`src/rtl/instr_fetch_unit_pkg.sv`:
```
// ============================================================================
// Module  : instr_fetch_unit_pkg
// Brief   : Shared definitions for the instruction fetch unit (state
//           encoding and instruction word width).
// Revision: 1.0 - initial release
// ============================================================================
`default_nettype none

package instr_fetch_unit_pkg;

  localparam int INSTR_W = 16;

  typedef enum logic [1:0] {
    ST_IDLE = 2'd0,
    ST_REQ  = 2'd1,
    ST_WAIT = 2'd2
  } fetch_state_e;

endpackage

`default_nettype wire

```
`src/rtl/instr_fetch_unit_fifo.sv`:
```
// ============================================================================
// Module  : fetch_fifo
// Brief   : Small prefetch FIFO. Head word is driven straight from storage;
//           clear empties the buffer and overrides push/pop.
// Revision: 1.0 - initial release
// ============================================================================
`default_nettype none

module fetch_fifo #(
  parameter  int DEPTH = 2,
  parameter  int WIDTH = 16,
  localparam int CNT_W = $clog2(DEPTH) + 1
) (
  input  logic             clk_i,
  input  logic             rst_i,
  input  logic             push_i,
  input  logic             pop_i,
  input  logic             clear_i,
  input  logic [WIDTH-1:0] data_i,
  output logic [WIDTH-1:0] head_o,
  output logic [CNT_W-1:0] count_o
);

  localparam int PTR_W = $clog2(DEPTH);
  localparam logic [CNT_W-1:0] FULL_CNT = CNT_W'(DEPTH);

  logic [WIDTH-1:0] mem_q [DEPTH];
  logic [PTR_W-1:0] rd_ptr_q;
  logic [PTR_W-1:0] wr_ptr_q;
  logic [CNT_W-1:0] count_q;
  logic             w_do_push;
  logic             w_do_pop;

  // Popping an empty buffer is a no-op; a push into a full buffer is only
  // accepted when a pop frees the slot in the same cycle.
  assign w_do_pop  = pop_i && (count_q != '0);
  assign w_do_push = push_i && ((count_q != FULL_CNT) || w_do_pop);

  assign head_o  = mem_q[rd_ptr_q];
  assign count_o = count_q;

  // Storage, pointers and occupancy; storage is cleared on reset so the head
  // never shows X before the first word arrives.
  always_ff @(posedge clk_i or posedge rst_i) begin
    if (rst_i) begin
      for (int i = 0; i < DEPTH; i++) begin
        mem_q[i] <= '0;
      end
      rd_ptr_q <= '0;
      wr_ptr_q <= '0;
      count_q  <= '0;
    end else if (clear_i) begin
      rd_ptr_q <= '0;
      wr_ptr_q <= '0;
      count_q  <= '0;
    end else begin
      if (w_do_push) begin
        mem_q[wr_ptr_q] <= data_i;
        wr_ptr_q        <= wr_ptr_q + PTR_W'(1);
      end
      if (w_do_pop) begin
        rd_ptr_q <= rd_ptr_q + PTR_W'(1);
      end
      case ({w_do_push, w_do_pop})
        2'b10:   count_q <= count_q + CNT_W'(1);
        2'b01:   count_q <= count_q - CNT_W'(1);
        default: count_q <= count_q;
      endcase
    end
  end

endmodule

`default_nettype wire

```
`src/rtl/instr_fetch_unit.sv`:
```
// ============================================================================
// Module  : instr_fetch_unit
// Brief   : Owns the program counter, issues single outstanding reads to
//           instruction memory and buffers returned words for the core.
//           Supports PC redirect with buffer flush and in-flight drop.
// Revision: 1.0 - initial release
// ============================================================================
`default_nettype none

module instr_fetch_unit
  import instr_fetch_unit_pkg::*;
#(
  parameter int ADDR_W     = 8,
  parameter int FIFO_DEPTH = 2
) (
  input  logic               clock,
  input  logic               Reset,
  input  logic               Run,
  output logic               mem_rd,
  output logic [ADDR_W-1:0]  mem_addr,
  input  logic               mem_valid,
  input  logic [INSTR_W-1:0] mem_data,
  output logic [INSTR_W-1:0] iin,
  output logic               iin_valid,
  input  logic               Done,
  input  logic               pc_load,
  input  logic [ADDR_W-1:0]  pc_value,
  output logic [ADDR_W-1:0]  pc
);

  localparam int CNT_W = $clog2(FIFO_DEPTH) + 1;
  localparam logic [CNT_W-1:0] DEPTH_CNT = CNT_W'(FIFO_DEPTH);

  fetch_state_e      state_q, state_d;
  logic [ADDR_W-1:0] pc_q, pc_d;
  logic [ADDR_W-1:0] mem_addr_q, mem_addr_d;
  logic              mem_rd_q, mem_rd_d;
  logic              drop_q, drop_d;

  logic              w_push;
  logic              w_pop;
  logic              w_clear;
  logic [CNT_W-1:0]  w_count;

  fetch_fifo #(
    .DEPTH (FIFO_DEPTH),
    .WIDTH (INSTR_W)
  ) u_fifo (
    .clk_i   (clock),
    .rst_i   (Reset),
    .push_i  (w_push),
    .pop_i   (w_pop),
    .clear_i (w_clear),
    .data_i  (mem_data),
    .head_o  (iin),
    .count_o (w_count)
  );

  assign iin_valid = (w_count != '0);
  assign mem_rd    = mem_rd_q;
  assign mem_addr  = mem_addr_q;
  assign pc        = pc_q;

  // State, PC, drop flag and memory request registers.
  always_ff @(posedge clock or posedge Reset) begin
    if (Reset) begin
      state_q    <= ST_IDLE;
      pc_q       <= '0;
      mem_addr_q <= '0;
      mem_rd_q   <= 1'b0;
      drop_q     <= 1'b0;
    end else begin
      state_q    <= state_d;
      pc_q       <= pc_d;
      mem_addr_q <= mem_addr_d;
      mem_rd_q   <= mem_rd_d;
      drop_q     <= drop_d;
    end
  end

  // Next-state logic: redirect wins over everything; otherwise issue one
  // request at a time, only when the returning word is sure to have a slot
  // (with nothing in flight in REQ, a free slot means count < depth).
  always_comb begin
    state_d    = state_q;
    pc_d       = pc_q;
    mem_addr_d = mem_addr_q;
    mem_rd_d   = 1'b0;
    drop_d     = drop_q;
    w_push     = 1'b0;
    w_pop      = Done;
    w_clear    = 1'b0;

    if (pc_load) begin
      pc_d    = pc_value;
      w_clear = 1'b1;
      w_pop   = 1'b0;
      if (state_q == ST_WAIT) begin
        if (mem_valid) begin
          // The in-flight word returns in this very cycle: discard it here
          // and stop waiting, otherwise nothing would ever end the wait.
          drop_d  = 1'b0;
          state_d = Run ? ST_REQ : ST_IDLE;
        end else begin
          drop_d = 1'b1;
        end
      end else begin
        state_d = Run ? ST_REQ : ST_IDLE;
      end
    end else begin
      case (state_q)
        ST_IDLE: begin
          if (Run) begin
            state_d = ST_REQ;
          end
        end
        ST_REQ: begin
          if (!Run) begin
            state_d = ST_IDLE;
          end else if (w_count < DEPTH_CNT) begin
            mem_rd_d   = 1'b1;
            mem_addr_d = pc_q;
            pc_d       = pc_q + ADDR_W'(1);
            state_d    = ST_WAIT;
          end
        end
        ST_WAIT: begin
          if (mem_valid) begin
            w_push  = !drop_q;
            drop_d  = 1'b0;
            state_d = Run ? ST_REQ : ST_IDLE;
          end
        end
        default: begin
          state_d = ST_IDLE;
        end
      endcase
    end
  end

endmodule

`default_nettype wire

```
`config.mk`:
```
export PLATFORM = sky130hd
export DESIGN_NAME = instr_fetch_unit
export DESIGN_NICKNAME = d
export VERILOG_FILES = /design/src/rtl/instr_fetch_unit_pkg.sv /design/src/rtl/instr_fetch_unit_fifo.sv /design/src/rtl/instr_fetch_unit.sv
export SDC_FILE = /design/constraint.sdc
export NUM_CORES = 1
export LEC_CHECK = 0
export ABC_AREA = 1
export CORE_ASPECT_RATIO = 1.75
export CORE_MARGIN = 4
export CORE_UTILIZATION = 56
export CTS_BUF_LIST = sky130_fd_sc_hd__clkbuf_8
export DETAILED_ROUTE_END_ITERATION = 16
export GPL_TIMING_DRIVEN = 1
export PLACE_DENSITY = 0.88
export SLEW_MARGIN = 10
export SYNTH_ARGS = -nofsm -noshare
export SYNTH_HDL_FRONTEND = slang
export SYNTH_SLANG_ARGS = --single-unit
export TNS_END_PERCENT = 10
```
`constraint.sdc`:
```
create_clock -name clock -period 2.8 [get_ports clock]
set_clock_uncertainty 0.05 [all_clocks]
set_input_delay 0.56 -clock clock [delete_from_list [all_inputs] [get_ports clock]]
set_output_delay 0.56 -clock clock [all_outputs]
set_load 0.005 [all_outputs]
```
==> metrics <==
worst vdd ir=around 0.50 mV; Synth async-reset ratio=100%; YS warnings=0; number of global-route vias before repair=approximately 2,600; commonest non-fill, non-tap cells in the layout=155 x nand2_1, 63 x clkdlybuf4s50_1, 56 x dfrtp_1; top post-synthesis cells by area=dfrtp_1 49%, nand2_1 20%, nand4_1 7.3%; Post-layout nets=460; Die Span X=slightly above 60 µm; syn avg cell area=approximately 8 µm²; final hold vios=0; # fillers=~380; Largest delay share family, worst path=buffers and inverters; Mapped Area=0.00284 mm²; Worst Path Buf+Inv=2; max_cap viols=0; Sinks on Clock Net=56; Worst Slack Setup Final=360 ps; Max clock buf depth=2; clk root buf=clkbuf_8; Final Max Slew Viols=0; final RePlAce weighted congestion=roughly 0.86; RSZ-0062 raised after global routing=false; Place WS=422 ps; commonest non-fill, non-tap cell in the layout=nand2_1; post-CTS sizing=0; Worst Setup End Kind=primary output; area of the multi-input gates=~0.0012 mm²; Core Footprint=~0.0049 mm²; DRC violations left=0; power per cell area=between 600 and 700 mW/mm²; CTS Buf Count=5; first-pass GRT wire length=approximately 11,000 µm; Post-Syn Instances=between 300 and 400; Placement Rows=34; die area=0.00633 mm²; worst path required time=around 2200 ps; ratio of cells with drive above 1 in the final layout=between 6 and 7%; status=complete, no violations; Post-Route WL=between 6000 and 7000 µm; First-pass DRT Iterations=5; Reg area=between 0.001 and 0.0015 mm²; crit path cell chain=clkinv_1, nand2_1, nand2_1, clkdlybuf4s50_1; Post-CTS Setup Bufs=0; CP Launch Type=flop; number of synthesized register bits=between 50 and 60; # IOs=64; DR vias/cell=~5.5; dominant synthesized flop cell=dfrtp_1; pin count of the biggest net entering global routing=27; CP Class=flop to primary output; CTS tree=yes; Post-CTS Hold Fix Bufs=0; clk_lat worst skew=about 300 ps; Period minus WS final=about 2400 ps; Max Clock Freq=approximately 400 MHz; area delta synth->final=27.8%; Tcrit/Tclk final=between 80 and 90%; leak pwr=approximately 0.0019 µW; Slew HR=a little under two thirds; initial antenna violation count=0; most used cell, CP=nand2_1; Slowest cell on crit path=clkdlybuf4s50_1; Die H=102 µm; gr usage total=23.9%; Synth top area share=about half; Worst Hold Depth=2; Crit path arrival time=about 1800 ps; grt ovf=0; Worst Hold Class=flop to flop; Initial Util=around 58%; Setup TNS=0 ps; post-synthesis sequential area ratio=approximately half; Worst-Margin Slew=approximately 540 ps; crit-path max FO=18; antenna cells=0; dpl hpwl=between 4000 and 5000 µm; htree depth=2; crit-path max cell delay=~450 ps; Worst path depth=4; antenna-violating nets left=0; Net Count, Synth=a little under 400; R2R depth=8; count of cell types in the netlist=26; Reg clk slew, reported paths=90 ps; EDFF count, synth=0; final setup violation count=0; port bufs=63; Avg WL per Cell=between 10 and 15 µm; DR iter-0 viols=~130; vias=between 2,000 and 3,000; post-synth top area cell=dfrtp_1
cells by family after synthesis:
group	share of synthesized area, %
compound gates	4.89
fa+ha+maj	0.880
buf+inv	7.31
flops	49.3
simple gates	37.6
stage by stage:
stage	area, µm²	hold WS (ps)	utilization, %	std cells	power, µW
finish	3630	430	73.6	483	2430
CTS	3630	431	73.6	483	2450
detailed placement	3510	408	71.0	475	1880
global route	3630	447	73.6	483	2600
floorplan	2840	392	-	366	1430
global placement	3510	403	71.0	475	1860
layer usage:
metal | track usage (%) | routed length [µm] | vias up
li1 | - | - | 1308
met2 | 42.1 | 3720 | 91
met3 | 3.54 | 344 | 10
met5 | 0 | 0 | -
met4 | 10.1 | 120 | 0
met1 | 27.7 | 2610 | 1264
path summary, 6_finish.rpt:
path	startpoint	endpoint	slack [ps]
min reg2reg	u_fifo.mem_q[0]	u_fifo.mem_q[0]	430
min	u_fifo.mem_q[0]	u_fifo.mem_q[0]	430
min in group asynchronous	Reset	u_fifo.mem_q[3]	560
max	u_fifo.rd_ptr_q	iin[4]	360
max in group asynchronous	Reset	pc[2]	1510
max reg2reg	state_q[0]	u_fifo.count_o[1]	1020
worst min-delay path, cell delays in order, from the launching register on:
cell	delay (ps)
dfrtp_1	350
nand2_1	50
nand2_1	50
registers in the layout, indices dropped and copies added, names as in the netlist, 2 cells and up:
| signal | flops |
|---|---|
| state_q | 2 |
| u_fifo.mem_q | 32 |
| mem_addr | 8 |
| pc | 8 |
| u_fifo.count_o | 2 |
cells in the mapped netlist (all sizes together), types with 6 or more instances:
| library cell | number |
|---|---|
| nand3 | 21 |
| o21ai | 10 |
| inv | 24 |
| clkbuf | 6 |
| a21oi | 11 |
| dfrtp | 56 |
| nand2 | 157 |
| buf | 12 |
| nor2 | 26 |
| nand4 | 33 |
power by group:
part	internal [µW]	switching, µW
Combinational	440	326
Clock	316	251
Sequential	982	111
layout make-up:
| type | instances | area share, % |
|---|---|---|
| sequential | 56 | 38.6 |
| tap | 54 | 1.86 |
| clock buffer | 7 | 2.65 |
| inverter | 26 | 2.69 |
| clock inverter | 1 | 0.827 |
| multi-input combinational | 266 | 34.0 |
| timing repair buffer | 73 | 19.4 |
No activity file was read; power rests on OpenSTA's default activity.
